[src/rtl/scan_display_driver_pkg.sv]
// scan_display_driver_pkg: segment patterns, converter states and width helpers
// shared by the BCD converter and the scan driver.
package scan_display_driver_pkg;

    localparam logic [6:0] SEG_DASH = 7'b1000000;
    localparam logic [6:0] SEG_OFF  = 7'b0000000;
    localparam logic [6:0] SEG_TABLE [10] = '{
        7'h3F, 7'h06, 7'h5B, 7'h4F, 7'h66, 7'h6D, 7'h7D, 7'h07, 7'h7F, 7'h6F
    };

    typedef enum logic [1:0] {S_IDLE, S_SHIFT, S_COMMIT} conv_state_t;

    function automatic logic [6:0] seg_decode(input logic [3:0] n);
        return (n < 4'd10) ? SEG_TABLE[n] : SEG_OFF;
    endfunction

    function automatic int clog2_w(input int v);
        return (v <= 2) ? 1 : $clog2(v);
    endfunction

    function automatic longint unsigned pow10(input int k);
        longint unsigned r = 1;
        for (int i = 0; i < k; i++) r = r * 10;
        return r;
    endfunction

endpackage

[src/rtl/scan_display_driver_bcd_seq_converter.sv]
// bcd_seq_converter: sequential shift-add-3 binary to BCD converter with
// valid/ready load and an atomic commit of digits and overflow flag.
module bcd_seq_converter
    import scan_display_driver_pkg::*;
#(
    parameter int NUM_DIGITS = 5,
    parameter int VALUE_W    = 16
) (
    input  logic                    i_clk,
    input  logic                    i_rst,
    input  logic [VALUE_W-1:0]      i_value,
    input  logic                    i_load,
    output logic                    o_ready,
    output logic [4*NUM_DIGITS-1:0] o_digits,
    output logic                    o_ovf
);
    localparam int CW = clog2_w(VALUE_W);
    localparam longint unsigned LIMIT = pow10(NUM_DIGITS);

    conv_state_t             r_state;
    logic [VALUE_W-1:0]      r_bin;
    logic [4*NUM_DIGITS-1:0] r_bcd;
    logic [4*NUM_DIGITS-1:0] w_adj;
    logic [CW-1:0]           r_cnt;
    logic                    r_ovf_pend;

    always_comb begin
        w_adj = r_bcd;
        for (int k = 0; k < NUM_DIGITS; k++)
            w_adj[4*k +: 4] = (r_bcd[4*k +: 4] >= 4'd5) ? r_bcd[4*k +: 4] + 4'd3 : r_bcd[4*k +: 4];
    end

    always_ff @(posedge i_clk or posedge i_rst) begin
        if (i_rst) begin
            r_state    <= S_IDLE;
            r_bin      <= '0;
            r_bcd      <= '0;
            r_cnt      <= '0;
            r_ovf_pend <= 1'b0;
            o_ready    <= 1'b1;
            o_digits   <= '0;
            o_ovf      <= 1'b0;
        end else begin
            case (r_state)
                S_IDLE: if (i_load) begin
                    r_state    <= S_SHIFT;
                    r_bin      <= i_value;
                    r_bcd      <= '0;
                    r_cnt      <= '0;
                    r_ovf_pend <= 64'(i_value) >= LIMIT;
                    o_ready    <= 1'b0;
                end
                S_SHIFT: begin
                    r_bcd   <= {w_adj[4*NUM_DIGITS-2:0], r_bin[VALUE_W-1]};
                    r_bin   <= r_bin << 1;
                    r_cnt   <= r_cnt + 1'b1;
                    r_state <= (r_cnt == CW'(VALUE_W-1)) ? S_COMMIT : S_SHIFT;
                end
                S_COMMIT: begin
                    o_digits <= r_bcd;
                    o_ovf    <= r_ovf_pend;
                    o_ready  <= 1'b1;
                    r_state  <= S_IDLE;
                end
                default: r_state <= S_IDLE;
            endcase
        end
    end

endmodule

[src/rtl/scan_display_driver.sv]
// scan_display_driver: multiplexed 7-segment driver with BCD conversion,
// leading-zero blanking, decimal points, overflow dashes and anti-ghost guard.
module scan_display_driver
    import scan_display_driver_pkg::*;
#(
    parameter int NUM_DIGITS  = 5,
    parameter int VALUE_W     = 16,
    parameter int REFRESH_DIV = 100000,
    parameter int GUARD       = 4,
    parameter bit ACTIVE_LOW  = 1'b1
) (
    input  logic                  CLK,
    input  logic                  RST,
    input  logic [VALUE_W-1:0]    value_in,
    input  logic                  load,
    output logic                  ready,
    input  logic                  blank_lz,
    input  logic [NUM_DIGITS-1:0] dp_mask,
    output logic                  ovf,
    output logic [NUM_DIGITS-1:0] an,
    output logic [6:0]            seg,
    output logic                  dp
);
    localparam int IW = clog2_w(NUM_DIGITS);
    localparam int PW = clog2_w(REFRESH_DIV);

    logic [4*NUM_DIGITS-1:0] w_digits;
    logic [IW-1:0]           r_idx;
    logic [PW-1:0]           r_pre;
    logic [3:0]              w_nib;
    logic                    w_upper_zero;
    logic                    w_blank;
    logic                    w_tc;
    logic [6:0]              w_seg;
    logic [NUM_DIGITS-1:0]   w_an;
    logic                    w_dp;

    bcd_seq_converter #(
        .NUM_DIGITS (NUM_DIGITS),
        .VALUE_W    (VALUE_W)
    ) u_conv (
        .i_clk    (CLK),
        .i_rst    (RST),
        .i_value  (value_in),
        .i_load   (load),
        .o_ready  (ready),
        .o_digits (w_digits),
        .o_ovf    (ovf)
    );

    // Upper-zero scan covers the selected digit and every more significant one.
    always_comb begin
        w_nib        = 4'd0;
        w_upper_zero = 1'b1;
        for (int k = 0; k < NUM_DIGITS; k++) begin
            if (IW'(k) == r_idx) w_nib = w_digits[4*k +: 4];
            if (IW'(k) >= r_idx && w_digits[4*k +: 4] != 4'd0) w_upper_zero = 1'b0;
        end
        w_blank = blank_lz && (r_idx != '0) && w_upper_zero;
        w_seg   = ovf ? SEG_DASH : w_blank ? SEG_OFF : seg_decode(w_nib);
        w_dp    = !ovf && dp_mask[r_idx];
        w_an    = (r_pre < PW'(GUARD)) ? '0 : NUM_DIGITS'(1) << r_idx;
        w_tc    = (r_pre == PW'(REFRESH_DIV-1));
    end

    always_ff @(posedge CLK or posedge RST) begin
        if (RST) begin
            r_pre <= '0;
            r_idx <= '0;
            an    <= {NUM_DIGITS{ACTIVE_LOW}};
            seg   <= SEG_OFF ^ {7{ACTIVE_LOW}};
            dp    <= ACTIVE_LOW;
        end else begin
            r_pre <= w_tc ? '0 : r_pre + 1'b1;
            r_idx <= !w_tc ? r_idx : (r_idx == IW'(NUM_DIGITS-1)) ? '0 : r_idx + 1'b1;
            an    <= w_an ^ {NUM_DIGITS{ACTIVE_LOW}};
            seg   <= w_seg ^ {7{ACTIVE_LOW}};
            dp    <= w_dp ^ ACTIVE_LOW;
        end
    end

endmodule
[config.mk]
export PLATFORM = sky130hd
export DESIGN_NAME = scan_display_driver
export DESIGN_NICKNAME = d
export VERILOG_FILES = /design/src/rtl/scan_display_driver_pkg.sv /design/src/rtl/scan_display_driver_bcd_seq_converter.sv /design/src/rtl/scan_display_driver.sv
export SDC_FILE = /design/constraint.sdc
export NUM_CORES = 1
export LEC_CHECK = 0
export CAP_MARGIN = 30
export CORE_MARGIN = 2
export CORE_UTILIZATION = 40
export CTS_CLUSTER_SIZE = 14
export DETAILED_ROUTE_END_ITERATION = 7
export GPL_ROUTABILITY_DRIVEN = 0
export PLACE_DENSITY = 0.64
export SETUP_SLACK_MARGIN = 0.02
export SKIP_CTS_REPAIR_TIMING = 1
export SLEW_MARGIN = 25
export SYNTH_ARGS = -nofsm -noshare
export SYNTH_HDL_FRONTEND = slang
export SYNTH_SLANG_ARGS = --single-unit
[constraint.sdc]
create_clock -name CLK -period 4.9 [get_ports CLK]
set_input_delay 0.98 -clock CLK [delete_from_list [all_inputs] [get_ports CLK]]
set_output_delay 0.98 -clock CLK [all_outputs]
set_load 0.01 [all_outputs]
==> out/qor.yml, run 1 <==
power.density_mw_per_mm2: 502
p_leak_nw: 2.42
cp.arrival_ns: 3.26
setup-tns-final_ns: 0
vias_per_cell: 5.45
core-area_mm2: 0.0120
yosysWarnings: 0
cts_buffers: 9
synthTopCellsByArea: "dfrtp_1, dfstp_2, ha_1"
final_common_cell: "dfrtp_1"
clk_pin_slew_ns: 0.06
cts_tree: "yes"
yosysSeqAreaShare: 0.493
mostFrequentLayoutCells: "dfrtp_1, clkdlybuf4s50_1, o21ai_0, a21oi_1, nand2_1"
synth_edf_count: 0
rrSetupSlack_ns: 1.87
antenna_cells: 0
netlist_instances: 482
fin_ws_ns: 1.87
drt_iter0_drc: 239
grt_first_pass_wirelength_um: 17000
drv_slew: 0
clk_latency_ns: 0.34
min_period_over_period: 0.618
hp-class: "register to register"
die_x_um: 115
worst_pin_slew_ns: 0.841
drt-wirelength-per-cell_um: 14.7
yosys_most_used_dff: "dfrtp_1"
critPathLaunchType: "register"
cts.path.max_buffers: 2
fin_nets: 558
vias: 3610
yosysTopAreaCellShare: 0.418
initial_core_util: 0.408
reg2reg_from: "r_idx[0]"
area_growth_pct: 16.3
slowest_stage: "dfrtp_1"
worst_ep_required_time_ns: 5.13
max_cap_violations: 0
yosys_register_bits: 96
reg2regPathDepth: 11
avgSynthCellArea_um2: 10.2
async_flop_share: 1.00
worstSetupPathType: "register to register"
first_pass_iters: 4
crit_fanout: 14
clock.fmax_mhz: 330
grt_overflow: 0
path_cells: "inv_1, ha_1, a211oi_1, a21oi_1, a22oi_1, nor2_1, a31oi_1, inv_1, ha_1, a21oi_1, o211ai_1"
grt_max_degree: 60
root_buffer: "clkbuf_16"
die_y_um: 115
final_area_mm2: 0.00570
final_hold_viol_count: 0
cp_slowest_stage_delay_ns: 0.62
io_buffers: 38
end_kind: "register"
dp_hpwl_um: 6650
post-place-ws_ns: 1.87
multi_input_area_mm2: 0.00230
ant_nets: 0
grt_pass1_vias: 3647
syn-cell-area_mm2: 0.00490
finalClockSkew_ns: 0.00755
wl_um: 9730
h-tree-depth: 3
fillCellCount: 1140
setup_viol: 0
rows: 40
syn_nets: 529
cp-startpoint: "r_idx[0]"
fin_cells: 662
die_area_mm2: 0.0132
slew_headroom: 0.440
cts_sinks: 96
track_usage: 0.159
outcome: "complete, no violations"
antenna_found_initial: 0
crit_end: "seg[5]"
ioPinCount: 40
dp.cells: 647
drive_above_1_share: 0.115
ys_types: 54
drc: 0
peakVddDrop_mv: 0.185
r2r-end: "seg[5]"
yosysTopAreaCell: "dfrtp_1"
rsz0062_at_grt: "false"
place_area_mm2: 0.00541
final_util: 0.475
final.min_clock_period_ns: 3.03
regArea_mm2: 0.00242
power breakdown:
group	switching (mW)	leakage, nW	internal (mW)	total, mW
registers	0.212	1.23	1.02	1.23
clock network	0.282	0.139	0.406	0.688
logic	0.492	1.06	0.455	0.947
critical path: cells and delay by family (launching register included):
kind	cells	cell delay, ns
flip-flops	1	0.62
AND/OR/NAND/NOR	1	0.07
AO/OA/AOI/OAI	6	1.25
adder cells (fa/ha/maj)	2	0.65
buffers and inverters	2	0.32
cells in the mapped netlist, types with 3 or more instances:
cell      number
o21ai_0       36
o211ai_1       6
dfrtp_1       82
o32ai_1        3
a32o_1         5
nor4_1         8
ha_1          22
buf_2          3
a31oi_1        3
a22oi_1       16
xnor2_1       13
nand2_1       29
o21ai_1        4
inv_1         18
nor2b_1       20
o22ai_1        7
nand3b_1       3
clkbuf_1      22
xor2_1         9
mux2i_1        4
nand2b_1      11
nor3_1         6
o31ai_1        6
nand4_1        5
a21oi_1       35
dfstp_2       14
nor2_1        27
nand3_1       16
mux2_2        18
cell families (layout without fill, tap and decap cells):
kind of cell	after synthesis	after routing	synth area share
compound gates	135	135	0.176
xor+xnor	22	22	0.0393
fa+ha+maj	22	22	0.0561
buf+inv	45	78	0.0375
flops	96	96	0.493
mux	22	22	0.0495
other cells	1	1	0.000765
simple gates	139	139	0.147
routing by layer:
| metal | track usage | share of wire | vias to the layer above |
|---|---|---|---|
| met3 | 0.0274 | 0.028 | 13 |
| met1 | 0.216 | 0.49 | 1765 |
| met4 | 0.0578 | 0.013 | 0 |
| met2 | 0.260 | 0.47 | 50 |
| li1 | - | - | 1782 |
| met5 | 0 | 0 | - |
sequential cells by signal, summed over array words and instances (netlist names), 2 cells and up:
name and cells:
u_conv.o_digits 20, u_conv.r_bin 16, r_idx 3, u_conv.r_bcd 20, u_conv.r_cnt 4, seg 7
an 5, u_conv.r_state 2, r_pre 17
how the worst min path moves through the flow:
stage / from / to / slack [ns] / cells after the start
finish: r_pre[0] / r_pre[0] / 0.48 / 1
global route: r_pre[8] / r_pre[8] / 0.52 / 1
CTS: r_pre[0] / r_pre[0] / 0.49 / 1
detailed placement: r_pre[0] / r_pre[0] / 0.48 / 1
global placement: r_pre[0] / r_pre[0] / 0.47 / 1
floorplan: r_pre[0] / r_pre[0] / 0.45 / 1
final cells by class:
cell class | count | share of cell area
Clock buffer | 12 | 0.0432
Clock inverter | 3 | 0.00746
Inverter | 18 | 0.0121
Multi-Input combinational cell | 341 | 0.404
Sequential cell | 96 | 0.424
Tap cell | 147 | 0.0323
Timing Repair Buffer | 45 | 0.0766
through the flow:
step	power, mW	hold WS (ns)
floorplan	1.92	0.448
global placement	2.14	0.466
detailed placement	2.19	0.476
CTS	2.90	0.485
global route	3.09	0.517
finish	2.86	0.478
Power figures use the tool's default switching activity.
==> inputs of run 2 (changes only) <==
==> constraint.sdc (replaced) <==
create_clock -name CLK -period 2.9 [get_ports CLK]
set_input_delay 0.58 -clock CLK [delete_from_list [all_inputs] [get_ports CLK]]
set_output_delay 0.58 -clock CLK [all_outputs]
set_load 0.01 [all_outputs]
==> run 2 against run 1 <==
Net effect: design area up 1.1%; critical path type unchanged; highest routed layer unchanged; largest cell class unchanged; total power grew 67%; non-clock buffer count increased by 6.
==> out/qor.yml, run 2 (synthesized netlist as in run 1, its figures left out) <==
outcome: "complete, no violations"
wl_um: 9670
dp_hpwl_um: 6690
die_y_um: 115
p_leak_nw: 2.45
hp-class: "register to register"
drive_above_1_share: 0.126
drv_slew: 0
drc: 0
mostFrequentLayoutCells: "dfrtp_1, clkdlybuf4s50_1, o21ai_0, a21oi_1, nand2_1"
antenna_cells: 0
fillCellCount: 1131
rows: 40
track_usage: 0.158
peakVddDrop_mv: 0.457
clock.fmax_mhz: 385
initial_core_util: 0.408
cts_buffers: 9
crit_fanout: 12
critPathLaunchType: "register"
antenna_found_initial: 0
ioPinCount: 40
grt_pass1_vias: 3518
io_buffers: 38
clk_pin_slew_ns: 0.07
final_common_cell: "dfrtp_1"
slowest_stage: "dfrtp_1"
cts_sinks: 96
cp_slowest_stage_delay_ns: 0.53
end_kind: "register"
rsz0062_at_grt: "false"
root_buffer: "clkbuf_16"
cp.arrival_ns: 2.83
reg_top3: "u_conv.o_digits (20), u_conv.r_bcd (20), r_pre (17)"
min_period_over_period: 0.895
worst_ep_required_time_ns: 3.13
ant_nets: 0
final.min_clock_period_ns: 2.60
h-tree-depth: 3
fin_nets: 564
max_cap_violations: 0
setup-tns-final_ns: 0
grt_max_degree: 48
final_hold_viol_count: 0
slew_headroom: 0.456
post-place-ws_ns: 0.192
power.density_mw_per_mm2: 832
clk_latency_ns: 0.34
cts.path.max_buffers: 2
grt_overflow: 0
vias_per_cell: 5.50
grt_first_pass_wirelength_um: 16700
finalClockSkew_ns: 0.00797
core-area_mm2: 0.0120
drt_iter0_drc: 204
first_pass_iters: 4
worstSetupPathType: "register to register"
vias: 3682
drt-wirelength-per-cell_um: 14.4
die_area_mm2: 0.0132
die_x_um: 115
worst_pin_slew_ns: 0.816
setup_viol: 0
path_cells: "inv_1, ha_1, a211oi_1, a21oi_1, a22oi_1, nor2_1, a31oi_2, inv_1, ha_1, a21oi_1, o211ai_1"
cts_tree: "yes"
fin_ws_ns: 0.304
area_growth_pct: 17.5
==> run 2: cell count changes in the layout (fill, tap and decap cells not counted) <==
cell / previous run / this run
clkbuf_8: 1 / 2
buf_12: 0 / 2
buf_6: 1 / 0
a31oi_1: 3 / 2
buf_4: 6 / 11
a31oi_2: 0 / 1
bufinv_16: 1 / 0
clkinv_1: 0 / 1
clkinvlp_4: 1 / 2
clkinv_2: 2 / 1
==> run 2: critical path, delay by kind of cell, from the launching register on <==
kind / cells / cell delay, ns
AO/OA/AOI/OAI: 6 / 1.02
adder cells (fa/ha/maj): 2 / 0.55
AND/OR/NAND/NOR: 1 / 0.08
buffers and inverters: 2 / 0.31
flip-flops: 1 / 0.53
==> run 2: layer usage <==
| metal | wire [µm] | vias up | track usage |
|---|---|---|---|
| met2 | 4530 | 72 | 0.259 |
| li1 | - | 1790 | - |
| met4 | 160 | 0 | 0.0490 |
| met3 | 416 | 12 | 0.0469 |
| met1 | 4550 | 1808 | 0.204 |
| met5 | 0 | - | 0 |
==> run 2: through the flow <==
step                utilization  hold slack (ns)  power [mW]  cell area, µm²  instances
finish                    0.480            0.483        4.79            5760        669
global route              0.480            0.515        5.16            5760        669
CTS                       0.479            0.493        4.84            5760        669
detailed placement        0.456            0.484        3.72            5480        653
global placement          0.456            0.462        3.64            5480        653
floorplan                     -            0.448        3.25            4910        482
==> run 2: path summary, 6_finish.rpt <==
kind | start | to | cells past startpoint | slack (ns)
max reg2reg | r_idx[1] | seg[5] | 11 | 0.30
max in group asynchronous | RST | seg[3] | 3 | 1.69
min in group asynchronous | RST | r_pre[0] | 2 | 0.60
min | r_pre[0] | r_pre[0] | 1 | 0.48
min reg2reg | r_pre[0] | r_pre[0] | 1 | 0.48
max | r_idx[1] | seg[5] | 11 | 0.30
==> run 2: final cells by class <==
type	count	area [µm²]	share of cell area
Tap cell	147	184	0.0319
Inverter	18	71.3	0.0124
Clock inverter	3	16.3	0.00282
Sequential cell	96	2420	0.420
Clock buffer	13	260	0.0451
Multi-Input combinational cell	341	2310	0.401
Timing Repair Buffer	51	503	0.0873
==> run 2: power by group <==
group	internal [mW]	switching, mW
Clock	0.625	0.479
Sequential	1.72	0.330
Combinational	0.784	0.857
==> inputs of run 3 (changes only) <==
--- a/config.mk
+++ b/config.mk
@@ -6,12 +6,14 @@
 export NUM_CORES = 1
 export LEC_CHECK = 0
 export CAP_MARGIN = 30
+export CELL_PAD_IN_SITES_DETAIL_PLACEMENT = 0
+export CELL_PAD_IN_SITES_GLOBAL_PLACEMENT = 2
 export CORE_MARGIN = 2
-export CORE_UTILIZATION = 40
+export CORE_UTILIZATION = 38
 export CTS_CLUSTER_SIZE = 14
 export DETAILED_ROUTE_END_ITERATION = 7
 export GPL_ROUTABILITY_DRIVEN = 0
-export PLACE_DENSITY = 0.64
+export PLACE_DENSITY = 0.86
 export SETUP_SLACK_MARGIN = 0.02
 export SKIP_CTS_REPAIR_TIMING = 1
 export SLEW_MARGIN = 25
==> run 3 against run 2 <==
Net effect: non-clock buffer count down 1; sequential share of layout area about the same; clock-buffer cell count down 1; design area about the same; hold slack better by 0.015 ns; critical path depth unchanged; register-to-register slack better by 0.04 ns; total power up 0.18%.
==> out/qor.yml, run 3 (synthesized netlist as in run 1, its figures left out) <==
outcome: "complete, no violations"
wl_um: 10200
grt.met1_usage: 0.221
cts_tree: "yes"
p_leak_nw: 2.44
critPathLaunchType: "register"
cp.arrival_ns: 2.80
drv_slew: 0
end_kind: "register"
fin_cells: 693
p_int_mw: 3.10
fin_nets: 563
dp_hpwl_um: 6840
final_hold_viol_count: 0
final_common_cell: "dfrtp_1"
cts_buffers: 9
finalClockSkew_ns: 0.00584
ioPinCount: 40
grt_pass1_vias: 3629
drc: 0
final.min_clock_period_ns: 2.55
power.density_mw_per_mm2: 834
swShare: 0.355
cts_sinks: 96
cp-startpoint: "r_idx[1]"
clockPowerShare: 0.228
grt-busiest-layer: "met2"
reg2reg_from: "r_idx[1]"
clock.fmax_mhz: 392
h-tree-depth: 3
ant_nets: 0
clk_latency_ns: 0.35
p_switching_mw: 1.70
drt-wirelength-per-cell_um: 14.7
area_growth_pct: 17.5
timing.hold.ws_ns: 0.498
track_usage: 0.160
dp.cells: 677
antenna_found_initial: 0
mostFrequentLayoutCells: "dfrtp_1, clkdlybuf4s50_1, o21ai_0, a21oi_1, nand2_1"
min_period_over_period: 0.880
rrSetupSlack_ns: 0.35
post-place-ws_ns: 0.378
use_met2: 0.247
setup-tns-final_ns: 0
use_met3: 0.0378
rows: 41
cts.path.max_buffers: 2
rsz0062_at_grt: "false"
max_cap_violations: 0
die_area_mm2: 0.0138
worst_pin_slew_ns: 0.837
initial_core_util: 0.389
root_buffer: "clkbuf_16"
grt_max_degree: 97
hold_start: "r_pre[0]"
fin_ws_ns: 0.348
hp-class: "register to register"
vias: 3645
grt_overflow: 0
drive_above_1_share: 0.125
io_buffers: 38
first_pass_iters: 4
core-area_mm2: 0.0126
peakVddDrop_mv: 0.465
slew_headroom: 0.442
drt_iter0_drc: 320
vias_per_cell: 5.26
grt_first_pass_wirelength_um: 18200
p_comb_frac: 0.345
die_x_um: 118
reg_top3: "u_conv.o_digits (20), u_conv.r_bcd (20), r_pre (17)"
worst_ep_required_time_ns: 3.14
crit_fanout: 11
clk_pin_slew_ns: 0.06
p_seq_frac: 0.426
antenna_cells: 0
final_util: 0.457
setup_viol: 0
die_y_um: 118
worstSetupPathType: "register to register"
run 3: changes by cell type in the layout (fill, tap and decap cells not counted):
cell      change
a31oi_2       -1
clkbuf_8      -1
clkinv_1      -1
clkinv_2      +2
a31oi_1       +1
buf_12        -1
run 3: cell type report:
| type | instances | area, µm² |
|---|---|---|
| Multi-Input combinational cell | 341 | 2300 |
| Tap cell | 172 | 215 |
| Fill cell | 1207 | 6860 |
| Inverter | 18 | 71.3 |
| Clock inverter | 4 | 22.5 |
| Clock buffer | 12 | 246 |
| Sequential cell | 96 | 2420 |
| Timing Repair Buffer | 50 | 483 |
run 3: final timing paths:
kind / endpoint / cells past startpoint
max: seg[5] / 11
min: r_pre[0] / 1
max in group asynchronous: seg[6] / 3
min reg2reg: r_pre[0] / 1
min in group asynchronous: r_pre[0] / 3
max reg2reg: seg[5] / 11
run 3: stage by stage:
stage	power, mW	cell area (µm²)
2_1_floorplan	3.25	4910
3_3_place_gp	3.67	5490
3_5_place_dp	3.74	5490
4_1_cts	4.86	5760
5_1_grt	5.22	5760
6_report	4.80	5760
run 3: critical path, cell delays in order (launching register included):
cell and delay, ns:
dfrtp_1 0.37, buf_4 0.17, ha_1 0.28, a211oi_1 0.25, a21oi_1 0.07, a22oi_1 0.17
nor2_1 0.06, a31oi_1 0.46, inv_1 0.15, ha_1 0.24, a21oi_1 0.13, o211ai_1 0.09
run 3: routing by layer:
metal,wire length [µm],share of wire,vias up
li1,-,-,1791
met4,145,0.014,0
met2,4620,0.45,65
met3,371,0.036,12
met5,0,0,-
met1,5080,0.50,1777
run 3: power groups by stage:
stage / logic, mW / registers [mW] / clock network (mW)
floorplan: 1.29 / 1.97 / 0
global placement: 1.62 / 2.05 / 0
detailed placement: 1.67 / 2.06 / 0
CTS: 1.68 / 2.04 / 1.14
global route: 1.92 / 2.11 / 1.19
finish: 1.66 / 2.05 / 1.10
